## src/rtl/pulse_barrier_pkg.sv

```systemverilog
// Shared defaults for the pulse barrier: channel count, credit and round counter widths.
package pulse_barrier_pkg;

  localparam int unsigned DEF_NUM_PULSES = 2;
  localparam int unsigned DEF_CNT_W      = 2;
  localparam int unsigned DEF_ROUND_W    = 16;

endpackage

```

## src/rtl/pulse_credit_ctr.sv

```systemverilog
// One channel's saturating credit counter with sticky overflow; updates one cycle after inc/dec.
// No backpressure: an increment arriving at max is dropped and flagged instead.
module pulse_credit_ctr
  import pulse_barrier_pkg::*;
#(
  parameter int unsigned P_CNT_W = DEF_CNT_W
) (
  input  logic clk,
  input  logic rst,
  input  logic clear_i,
  input  logic inc_i,
  input  logic dec_i,
  output logic nonzero_o,
  output logic overflow_o
);

  localparam logic [P_CNT_W-1:0] CNT_MAX = '1;

  logic [P_CNT_W-1:0] cnt;

  // Simultaneous inc and dec cancel, so a pulse landing at max while firing is not lost.
  always_ff @(posedge clk or posedge rst) begin
    if (rst) begin
      cnt        <= '0;
      overflow_o <= 1'b0;
    end else if (clear_i) begin
      cnt        <= '0;
      overflow_o <= 1'b0;
    end else if (inc_i && !dec_i) begin
      if (cnt == CNT_MAX) begin
        overflow_o <= 1'b1;
      end else begin
        cnt <= cnt + P_CNT_W'(1);
      end
    end else if (dec_i && !inc_i && (cnt != '0)) begin
      cnt <= cnt - P_CNT_W'(1);
    end
  end

  assign nonzero_o = |cnt;

endmodule

```

## src/rtl/pulse_barrier.sv

```systemverilog
// Barrier over per-channel done pulses: pulse_o fires once every enabled channel holds a credit.
// Latency: last pulse in cycle N -> pulse_o in N+2. No backpressure; credits saturate and flag overflow.
module pulse_barrier
  import pulse_barrier_pkg::*;
#(
  parameter int unsigned P_NUM_PULSES = DEF_NUM_PULSES,
  parameter int unsigned P_CNT_W      = DEF_CNT_W,
  parameter int unsigned P_ROUND_W    = DEF_ROUND_W
) (
  input  logic                    clk,
  input  logic                    rst,
  input  logic [P_NUM_PULSES-1:0] enable_mask_i,
  input  logic [P_NUM_PULSES-1:0] pulse_vector_i,
  input  logic                    clear_i,
  output logic                    pulse_o,
  output logic [P_NUM_PULSES-1:0] pending_o,
  output logic [P_NUM_PULSES-1:0] overflow_o,
  output logic [P_ROUND_W-1:0]    round_cnt_o
);

  logic [P_NUM_PULSES-1:0] inc;
  logic [P_NUM_PULSES-1:0] dec;
  logic [P_NUM_PULSES-1:0] nonzero;
  logic                    fire;

  // Masked channels count as satisfied, but an empty mask never fires.
  assign inc  = pulse_vector_i & enable_mask_i;
  assign fire = (|enable_mask_i) && (&(nonzero | ~enable_mask_i));
  assign dec  = enable_mask_i & {P_NUM_PULSES{fire}};

  for (genvar i = 0; i < P_NUM_PULSES; i++) begin : g_ch
    pulse_credit_ctr #(
      .P_CNT_W (P_CNT_W)
    ) u_ctr (
      .clk        (clk),
      .rst        (rst),
      .clear_i    (clear_i),
      .inc_i      (inc[i]),
      .dec_i      (dec[i]),
      .nonzero_o  (nonzero[i]),
      .overflow_o (overflow_o[i])
    );
  end

  assign pending_o = nonzero;

  always_ff @(posedge clk or posedge rst) begin
    if (rst) begin
      pulse_o     <= 1'b0;
      round_cnt_o <= '0;
    end else if (clear_i) begin
      pulse_o     <= 1'b0;
      round_cnt_o <= '0;
    end else begin
      pulse_o <= fire;
      if (fire) begin
        round_cnt_o <= round_cnt_o + P_ROUND_W'(1);
      end
    end
  end

endmodule

```

## config.mk

```make
export PLATFORM = sky130hd
export DESIGN_NAME = pulse_barrier
export DESIGN_NICKNAME = d
export VERILOG_FILES = /design/src/rtl/pulse_barrier_pkg.sv /design/src/rtl/pulse_credit_ctr.sv /design/src/rtl/pulse_barrier.sv
export SDC_FILE = /design/constraint.sdc
export NUM_CORES = 1
export LEC_CHECK = 0
export CAP_MARGIN = 20
export CORE_MARGIN = 2
export CORE_UTILIZATION = 40
export DETAILED_ROUTE_END_ITERATION = 8
export GPL_TIMING_DRIVEN = 0
export PLACE_DENSITY = 0.75
export SYNTH_ARGS = -nofsm -noshare
export SYNTH_HDL_FRONTEND = slang
export SYNTH_HIERARCHICAL = 1
export SYNTH_SLANG_ARGS = --single-unit
```

## constraint.sdc

```tcl
create_clock -name clk -period 4.85 [get_ports clk]
set_clock_uncertainty 0.1 [all_clocks]
set_input_delay 0.97 -clock clk [delete_from_list [all_inputs] [get_ports clk]]
set_output_delay 0.97 -clock clk [all_outputs]
set_load 0.03 [all_outputs]
```

==> Yosys cells after proc, flatten, opt, wreduce, memory -nomap -nowiden <==
Cells that the tools add are included.
{ "totals": {"ff_bits": 23, "in_bits": 7, "out_inout_bits": 21, "elab_cells": 64} }
{ "classes": {"addsub": 5, "n_eq_ne": 4, "n_mux": 17, "bitwise_logic": 4, "n_reduce_logical": 28} }
{ "op_table": {"columns": ["operator", "n"], "rows": [
  ["2-to-1 mux 16 bit", 2],
  ["adder 16 x 1 -> 16 bit, second input constant", 1],
  ["2-to-1 mux 2 bit", 8],
  ["nonzero test 2 bit", 7],
  ["AND reduction 2 bit", 5],
  ["logical AND 1 bit", 7],
  ["2-to-1 mux 1 bit", 7],
  ["inequality test 3 bit, second input constant", 2],
  ["nonzero test 3 bit", 2],
  ["OR reduction 2 bit", 3],
  ["adder 2 x 1 -> 2 bit, second input constant", 2],
  ["bitwise AND 2 bit", 2],
  ["equality test 2 bit, second input constant", 2],
  ["zero test 1 bit", 4],
  ["subtractor 2 x 1 -> 2 bit, second input constant", 2],
  ["inverter 2 bit", 1],
  ["OR 2 bit", 1]
]} }

==> Logic depth before layout (Yosys ltp) <==
Gate-level depths: netlist of the first run.
{ "logic_depth": {"depth_word": 10, "ltp_mapped": 7, "depth_no_buf": 6} }

==> By module <==
The synthesis of the first run kept the hierarchy.
{ "modules_own_cells": {"columns": ["mod", "n_inst", "cells_per_inst", "area_per_inst_um2", "seq_area_each_um2"], "rows": [
  ["pulse_barrier", 1, 95, 940.9, 425.4],
  ["pulse_credit_ctr", 2, 19, 173.9, 75.1]
]} }

==> Worst setup path after synthesis of the first run <==
Ideal clock, no wire load.
{ "synth_path": {"path_kind": "input -> register", "from": "input enable_mask_i[0]", "to": "register round_cnt_o[9]", "setup_time_ns": 0.125, "arrival_ns": 2.057, "required_time_ns": 4.625, "slack_ns": 2.568, "cell_stages": 5, "path_buffers": 1, "cell_sequence": "or2b_1 -> and4_2 -> buf_4 -> nand4_1 -> mux2_2"} }
{ "synth_via": {"elab_chain_len": 5, "word_cells_on_any_way": 6, "cone_classes": "bitwise (2); reduce/logical (4)"} }
{ "synth_lines": {"columns": ["element", "line", "rtl"], "rows": [
  ["start, declared", "pulse_barrier.sv:12", "input logic [P_NUM_PULSES-1:0] enable_mask_i,"],
  ["inverter 2 bit", "pulse_barrier.sv:28", "assign fire = (|enable_mask_i) && (&(nonzero | ~enable_mask_i));"],
  ["OR 2 bit", "pulse_barrier.sv:28", null],
  ["AND reduction 2 bit", "pulse_barrier.sv:28", null],
  ["logical AND 1 bit (*)", "pulse_barrier.sv:28", null],
  ["nonzero test 2 bit (no line) (*)", null, null],
  ["end signal, assigned", "pulse_barrier.sv:57", "round_cnt_o <= round_cnt_o + P_ROUND_W'(1);"],
  ["end, declared", "pulse_barrier.sv:18", "output logic [P_ROUND_W-1:0] round_cnt_o"]
]} }
Every way passes the cells marked *; elsewhere a longest branch is shown, timed or not.
A chain may end at the register's enable or synchronous reset.

==> Worst setup path in the final report of the first run <==
{ "layout_path": {"from": "register g_ch[1].u_ctr.cnt[0]", "to": "output pending_o[1]"} }
{ "layout_via": {"elab_chain_len": 1} }
{ "layout_lines": {"columns": ["element", "line", "rtl"], "rows": [
  ["start, declared", "pulse_credit_ctr.sv:19", "logic [P_CNT_W-1:0] cnt;"],
  ["start signal, assigned", "pulse_credit_ctr.sv:33", "cnt <= cnt + P_CNT_W'(1);"],
  ["start signal, assigned", "pulse_credit_ctr.sv:36", "cnt <= cnt - P_CNT_W'(1);"],
  ["OR reduction 2 bit", "pulse_credit_ctr.sv:40", "assign nonzero_o = |cnt;"],
  ["end, declared", "pulse_barrier.sv:16", "output logic [P_NUM_PULSES-1:0] pending_o,"]
]} }
No other way between the ends.

==> results of run 1 <==
-- report_power, final --
| part | internal, mW | total [mW] | switching [mW] |
|---|---|---|---|
| registers | 0.197 | 0.201 | 0.00436 |
| clock network | 0.0308 | 0.0901 | 0.0593 |
| logic | 0.0311 | 0.0721 | 0.0411 |
-- metrics by stage --
stage	util, %	instance area, um^2	setup slack, ps
2_1_floorplan	-	1290	2570
3_3_place_gp	52.9	1610	1960
3_5_place_dp	52.9	1610	1920
4_1_cts	53.8	1640	2040
5_1_grt	53.8	1640	1990
6_report	53.8	1640	2050
-- metal layers --
metal  vias up  part of all wire, %  GRT usage, %
met3         2                  2.2          1.28
met4         0                 0.72          6.21
met5         -                    0             0
met1       496                   48          20.4
li1        533                    -             -
met2        17                   49          26.4
-- layout make-up --
cell class | instances | area share (%)
buffer | 5 | 2.29
clock inverter | 1 | 0.305
multi-input combinational | 98 | 39.6
clock buffer | 3 | 1.37
timing repair buffer | 27 | 16.5
sequential | 23 | 35.1
tap | 44 | 3.35
inverter | 7 | 1.60
-- worst paths after layout --
check / start / end / cells after the start
worst max-delay path: g_ch[1].u_ctr/cnt[0] / pending_o[1] / 3
worst min-delay path: g_ch[0].u_ctr/overflow_o / g_ch[0].u_ctr/overflow_o / 2
worst max register to register: g_ch[0].u_ctr/cnt[0] / round_cnt_o[15] / 7
worst min register to register: g_ch[0].u_ctr/overflow_o / g_ch[0].u_ctr/overflow_o / 2
max in group asynchronous: rst / round_cnt_o[12] / 2
min in group asynchronous: rst / g_ch[0].u_ctr/cnt[0] / 2
-- placed cells by master (no fill, tap or decap), types with 4 or more instances in the layout --
master                            Yosys  final
sky130_fd_sc_hd__and2_1               4      4
sky130_fd_sc_hd__a21oi_1              8      8
sky130_fd_sc_hd__nand4_1              6      6
sky130_fd_sc_hd__nand2_1              4      4
sky130_fd_sc_hd__a31oi_1              4      4
sky130_fd_sc_hd__clkdlybuf4s50_1      0     27
sky130_fd_sc_hd__xor2_1               7      7
sky130_fd_sc_hd__dfrtp_1             23     23
sky130_fd_sc_hd__inv_1                7      7
sky130_fd_sc_hd__nor2_1              19     19
sky130_fd_sc_hd__o21ai_0              4      4
-- cells by family after synthesis --
| logic type | Yosys count | share of synthesized area (%) |
|---|---|---|
| and+or+nand+nor | 60 | 27.7 |
| AOI/OAI and AO/OA | 24 | 11.7 |
| DFF | 23 | 44.7 |
| buffers and inverters | 12 | 4.95 |
| xor gates and xnor gates | 8 | 5.44 |
| muxes | 5 | 4.56 |
| adders and majority gates | 1 | 0.971 |
-- flip-flops by register name (all words and copies together) (netlist names) --
| signal | flops |
|---|---|
| g_ch.u_ctr/overflow_o | 2 |
| g_ch.u_ctr/cnt | 4 |
| pulse_o | 1 |
| round_cnt_o | 16 |
-- worst max-delay path, delay by kind of cell (launching register included) --
family / cells / cell delay, ps
buffers and inverters: 2 / 730
and+or+nand+nor: 1 / 290
DFF: 1 / 400
-- synthesized netlist by cell type, types with 3 or more instances --
library cell	count
sky130_fd_sc_hd__nor2b_1	3
sky130_fd_sc_hd__nand2_1	4
sky130_fd_sc_hd__a31oi_1	4
sky130_fd_sc_hd__dfrtp_1	23
sky130_fd_sc_hd__o21ai_0	4
sky130_fd_sc_hd__inv_1	7
sky130_fd_sc_hd__and2_1	4
sky130_fd_sc_hd__nand3_1	3
sky130_fd_sc_hd__nor2_1	19
sky130_fd_sc_hd__xor2_1	7
sky130_fd_sc_hd__nand2b_1	3
sky130_fd_sc_hd__a31o_2	3
sky130_fd_sc_hd__nand4_1	6
sky130_fd_sc_hd__a21oi_1	8
==> Implementation_results.wiki, run 1 <==
{| class="wikitable"
! Metric !! Value
|-
| Maximum number of pins on one net before global-route repair || 18
|-
| Final Total Pwr || 0.363 mW
|-
| Share of final-layout standard cells stronger than drive strength 1 || 14.0%
|-
| Data required time at the worst endpoint || 3780 ps
|-
| Run status || completed
|-
| Setup TNS || 0 ps
|-
| Final Max Slew Viols || 0
|-
| Boundary pin count || 28
|-
| Register-to-register setup slack || 2650 ps
|-
| CP max FO || 8
|-
| Finish-stage setup viols || 0
|-
| Area of the core || 3050 um^2
|-
| Number of global-route vias before repair || 1005
|-
| Number of rows created at floorplan || 20
|-
| Fraction of the yosys area taken by sequential cells || 44.7%
|-
| Worst Tran Pin Value || 671 ps
|-
| Area of the multi-input gates || 649 um^2
|-
| Synth unique cells || 40
|-
| Leading post-synthesis cells by cell area || sky130_fd_sc_hd__dfrtp_1 (45%), sky130_fd_sc_hd__nor2_1 (5.5%), sky130_fd_sc_hd__xor2_1 (4.8%)
|-
| Number of iterations in the first detailed-routing pass || 4
|-
| Number of buffers created by CTS || 3
|-
| Number of storage elements in the synthesis netlist || 23
|-
| Achievable frequency || 0.358 GHz
|-
| GRT Resource Usage Total || 15.5%
|-
| Number of buffers added on ports || 27
|-
| Number of synthesized flops with an enable pin || 0
|-
| Hold_buf cts || 0
|-
| CTS Root Cell || sky130_fd_sc_hd__clkbuf_4
|-
| Routed length per placed instance || 12.7 um
|-
| Share of flip-flops with an asynchronous set or reset after synthesis || 100%
|-
| Number of cells upsized or downsized after cts || 0
|-
| Global-route wire length before repair || 4.31 mm
|-
| Number of warnings printed during yosys synthesis || 6
|-
| Arrival @ worst endpoint || 1730 ps
|-
| Width of the chip || 60.8 um
|-
| Worst path max stage delay || 600 ps
|-
| Avg Vias per Cell || 5.04
|-
| Overflow left after global routing || 0
|-
| Count of endpoints failing hold in the final timing report || 0
|-
| Die H || 60.8 um
|-
| Average cell area after synthesis || 9.69 um^2
|-
| Synthesized net count || 141
|-
| Worst hold-check path type || flip-flop to flip-flop
|-
| Number of fillers in the final layout || 305
|-
| Clock-pin slew on the worst setup and hold paths || 130 ps
|-
| Crit path kind || flip-flop to output port
|-
| Crit path launch type || flip-flop
|-
| Remaining DRCs || 0
|-
| Flip-flop and latch area || 576 um^2
|-
| TritonCTS clock tree || yes
|-
| DIE AREA || 3690 um^2
|-
| Area fraction of the dominant cell type after synthesis || 44.7%
|-
| HPWL after detailed placement || 1.99 mm
|-
| Slowest CP cell || sky130_fd_sc_hd__clkdlybuf4s50_1
|-
| Antenna-violating nets left || 0
|-
| Instance count of the mapped netlist || 133
|-
| Antenna violations before repair || 0
|-
| Fin crit period || 2800 ps
|-
| Primary FF master, synth || sky130_fd_sc_hd__dfrtp_1
|-
| Cell area after synthesis || 1290 um^2
|-
| Number of nets in the final layout || 173
|-
| Yosys top cell by area || sky130_fd_sc_hd__dfrtp_1
|-
| Unrepaired setup endpoints after global routing || no
|-
| Number of sinks driven by the clock tree || 23
|-
| Clock latency on the worst-skew pair || 310 ps
|-
| Endpoint kind of the worst setup timing path || output port
|-
| Post-CTS setup buffer count || 0
|-
| Number of max-capacitance violations reported || 0
|-
| Power per standard cell area || 221 nW/um^2
|-
| Final clock period utilization by the worst path || 57.7%
|-
| DR iter-0 viols || 38
|-
| Post-Route WL || 2.63 mm
|-
| Clk buf depth || 2
|-
| N_diodes || 0
|-
| Starting utilization of the core area || 42.2%
|-
| Deepest level of the CTS H-tree || 1
|-
| Vias post-DR || 1048
|-
| Post-placement cell count || 204
|-
| Layout Area Growth over Synthesis || 27.4%
|-
| Routability congestion estimate || 0.797
|-
| Fin cells || 208
|-
| Worst relative slew slack || 55.2%
|-
| Worst hold slack || 419 ps
|-
| Worst IR drop on VDD || 0.000118 V
|-
| Static Leakage || 0.704 nW
|-
| Cell-by-cell trace of the critical path || buf_6 -> or2_2 -> clkdlybuf4s50_1
|}
Note: power is estimated with default switching activity, not from simulation.
==> inputs of run 2 (changes only) <==
--- a/config.mk
+++ b/config.mk
@@ -10,7 +10,7 @@
 export CORE_UTILIZATION = 40
 export DETAILED_ROUTE_END_ITERATION = 8
 export GPL_TIMING_DRIVEN = 0
-export PLACE_DENSITY = 0.75
+export PLACE_DENSITY = 0.78
 export SYNTH_ARGS = -nofsm -noshare
 export SYNTH_HDL_FRONTEND = slang
 export SYNTH_HIERARCHICAL = 1
==> constraint.sdc (replaced) <==
create_clock -name clk -period 2.3 [get_ports clk]
set_clock_uncertainty 0.1 [all_clocks]
set_input_delay 0.46 -clock clk [delete_from_list [all_inputs] [get_ports clk]]
set_output_delay 0.46 -clock clk [all_outputs]
set_load 0.03 [all_outputs]
==> run 2 against run 1 <==
Effect of this change:
- clock power up 100%
- cell count is the same
- critical path depth grew 4
- die area did not move
- worst hold slack got worse by 140 ps
- global-route usage rose by 0.39 points
- worst setup slack worse by 2000 ps
- register-to-register slack worse by 2600 ps
- combinational power rose by 110%
- cell area grew 0.23%
- non-clock buffer count unchanged
- first-iteration DRC count increased by 34%
==> Implementation_results.wiki, run 2 (synthesis results as in run 1) <==
{| class="wikitable"
! Metric !! Value
|-
| Combinational share of power || 20.1% (was 19.8%)
|-
| Worst IR drop on VDD || 0.000320 V (was 0.000118 V)
|-
| Remaining DRCs || 0 (unchanged)
|-
| Final Max Slew Viols || 0 (unchanged)
|-
| HPWL after detailed placement || 1.97 mm (was 1.99 mm)
|-
| Worst hold slack || 282 ps (was 419 ps)
|-
| DR iter-0 viols || 51 (was 38)
|-
| Slowest CP cell || sky130_fd_sc_hd__dfrtp_1 (was sky130_fd_sc_hd__clkdlybuf4s50_1)
|-
| Count of endpoints failing hold in the final timing report || 0 (unchanged)
|-
| Fin cells || 208 (unchanged)
|-
| Clk buf depth || 2 (unchanged)
|-
| GRT Resource Usage Total || 15.9% (was 15.5%)
|-
| Worst relative slew slack || 56.0% (was 55.2%)
|-
| Boundary pin count || 28 (unchanged)
|-
| Number of buffers added on ports || 27 (unchanged)
|-
| Met2 track demand over resource in global routing || 25.5% (was 26.4%)
|-
| Deepest level of the CTS H-tree || 1 (unchanged)
|-
| Clk pwr share || 23.8% (was 24.8%)
|-
| Int Pwr || 0.547 mW (was 0.259 mW)
|-
| Area of the core || 3050 um^2 (unchanged)
|-
| Number of global-route vias before repair || 1028 (was 1005)
|-
| Static Leakage || 0.731 nW (was 0.704 nW)
|-
| Global-route wire length before repair || 4.38 mm (was 4.31 mm)
|-
| Crit path kind || flip-flop to flip-flop (was flip-flop to output port)
|-
| Gate family responsible for the most delay along the worst path || simple AND/OR/NAND/NOR gates (was buffers and inverters)
|-
| Width of the chip || 60.8 um (unchanged)
|-
| Number of buffers created by CTS || 3 (unchanged)
|-
| Max FFs per register || 16 (unchanged)
|-
| TritonCTS clock tree || yes (unchanged)
|-
| Global routing usage on met3 || 1.49% (was 1.28%)
|-
| Final instance area || 1650 um^2 (was 1640 um^2)
|-
| Vias post-DR || 1049 (was 1048)
|-
| Post-placement cell count || 204 (unchanged)
|-
| Clock-pin slew on the worst setup and hold paths || 110 ps (was 130 ps)
|-
| Crit path launch type || flip-flop (unchanged)
|-
| Antenna violations before repair || 0 (unchanged)
|-
| Power dissipated by switching net loads || 0.209 mW (was 0.105 mW)
|-
| Fin crit period || 2230 ps
|-
| Number of iterations in the first detailed-routing pass || 4 (unchanged)
|-
| Achievable frequency || 0.448 GHz
|-
| Overflow left after global routing || 0 (unchanged)
|-
| Largest registers || round_cnt_o: 16 flops, g_ch.u_ctr/cnt: 4 flops, g_ch.u_ctr/overflow_o: 2 flops (unchanged)
|-
| Final clock period utilization by the worst path || 97.0%
|-
| Starting utilization of the core area || 42.2% (unchanged)
|-
| Met1 track utilization from global routing || 21.0% (was 20.4%)
|-
| CP max FO || 8 (unchanged)
|-
| Most common cell after layout, fill and taps aside || sky130_fd_sc_hd__clkdlybuf4s50_1 (unchanged)
|-
| Routability congestion estimate || 0.794 (was 0.797)
|-
| Endpoint kind of the worst setup timing path || flip-flop (was output port)
|-
| Post-Route WL || 2.56 mm (was 2.63 mm)
|-
| Crit Reg-Reg Startpoint || g_ch[0].u_ctr/cnt[0] (unchanged)
|-
| Avg Vias per Cell || 5.04 (about the same)
|-
| Switching share of power || 27.6% (was 28.8%)
|-
| Number of sinks driven by the clock tree || 23 (unchanged)
|-
| Register-to-register setup slack || 70 ps (was 2650 ps)
|-
| Routed length per placed instance || 12.3 um (was 12.7 um)
|-
| Unrepaired setup endpoints after global routing || no (unchanged)
|-
| Number of max-capacitance violations reported || 0 (unchanged)
|-
| Run status || completed (unchanged)
|-
| Share of final-layout standard cells stronger than drive strength 1 || 13.4% (was 14.0%)
|-
| Reg2Reg Capture Point || round_cnt_o[15] (unchanged)
|-
| Antenna-violating nets left || 0 (unchanged)
|-
| Data required time at the worst endpoint || 2390 ps (was 3780 ps)
|-
| Most congested layer reported by global routing || met2 (unchanged)
|-
| Power per standard cell area || 460 nW/um^2 (was 221 nW/um^2)
|-
| Arrival @ worst endpoint || 2320 ps (was 1730 ps)
|-
| Finish-stage setup viols || 0 (unchanged)
|-
| CTS Root Cell || sky130_fd_sc_hd__clkbuf_4 (unchanged)
|-
| Die H || 60.8 um (unchanged)
|-
| Crit path buffers/inverters || 2 (unchanged)
|-
| Biggest register || round_cnt_o (unchanged)
|-
| Sequential fraction of design power || 56.1% (was 55.4%)
|-
| DIE AREA || 3690 um^2 (unchanged)
|-
| Leading cell types in the layout, fill and taps excluded || sky130_fd_sc_hd__clkdlybuf4s50_1 (25), sky130_fd_sc_hd__dfrtp_1 (23), sky130_fd_sc_hd__nor2_1 (19), sky130_fd_sc_hd__a21oi_1 (8) (was sky130_fd_sc_hd__clkdlybuf4s50_1 (27), sky130_fd_sc_hd__dfrtp_1 (23), sky130_fd_sc_hd__nor2_1 (19), sky130_fd_sc_hd__a21oi_1 (8))
|-
| N_diodes || 0 (unchanged)
|-
| Worst hold-check path type || input port to async pin (was flip-flop to flip-flop)
|-
| Worst Tran Pin Value || 660 ps (was 671 ps)
|-
| R2R cell count || 7 (unchanged)
|-
| Layout Area Growth over Synthesis || 27.7% (was 27.4%)
|-
| Clock latency on the worst-skew pair || 300 ps (was 310 ps)
|-
| Number of nets in the final layout || 173 (unchanged)
|-
| Worst path max stage delay || 390 ps (was 600 ps)
|-
| Number of rows created at floorplan || 20 (unchanged)
|-
| Maximum number of pins on one net before global-route repair || 18 (unchanged)
|-
| Cell-by-cell trace of the critical path || buf_6 -> or2_2 -> or2b_1 -> and4_2 -> buf_4 -> nand4_1 -> mux2_1 (was buf_6 -> or2_2 -> clkdlybuf4s50_1)
|-
| Instance area at placement || 1610 um^2 (unchanged)
|}
run 2: cell count changes in the layout (fill, tap and decap cells not counted), sizes merged:
cell           delta
clkbuf            +1
clkinv            -1
dlymetal6s2s      +2
clkdlybuf4s50     -2
run 2: final cells by class:
class | instances | area [um^2]
Buffer | 5 | 37.5
Fill cell | 299 | 1410
Sequential cell | 23 | 576
Clock buffer | 4 | 26.3
Timing Repair Buffer | 27 | 275
Inverter | 7 | 26.3
Multi-Input combinational cell | 98 | 649
Tap cell | 44 | 55.1
run 2: timing repair:
action / in CTS / in global routing
setup endpoints to repair: 0 / 2
buffers inserted: 0 / 0
hold buffers: 0 / 0
resized for setup: 0 / 2
run 2: power by group through the flow:
stage	Combinational [mW]	Sequential (mW)	Clock, mW
after detailed placement	0.154	0.432	0
after floorplan	0.0926	0.441	0
after global routing	0.166	0.426	0.209
after CTS	0.154	0.424	0.190
final	0.152	0.424	0.180
after global placement	0.148	0.432	0
run 2: how the worst max path moves through the flow:
stage                    startpoint              end  slack, ps  cells past startpoint
2_1_floorplan  g_ch[0].u_ctr/cnt[0]   round_cnt_o[9]        110                      7
3_3_place_gp       enable_mask_i[0]  round_cnt_o[15]        -70                      6
3_5_place_dp       enable_mask_i[0]  round_cnt_o[15]       -120                      6
4_1_cts        g_ch[0].u_ctr/cnt[0]     pending_o[0]          8                      3
5_1_grt        g_ch[0].u_ctr/cnt[0]  round_cnt_o[15]          2                      7
6_report       g_ch[0].u_ctr/cnt[0]  round_cnt_o[15]         70                      7
run 2: stage by stage:
stage	power [mW]	setup TNS (ps)	util [%]	setup slack [ps]
floorplan	0.534	0	-	107
global placement	0.580	-129	52.9	-71.5
detailed placement	0.586	-598	52.9	-120
CTS	0.768	0	53.7	8.28
global route	0.801	0	53.9	1.85
finish	0.756	0	53.9	68.0
run 2: layer usage:
layer	part of all wire, %	vias to the layer above
li1	-	534
met1	48	494
met2	47	17
met3	2.3	4
met4	2.0	0
met5	0	-
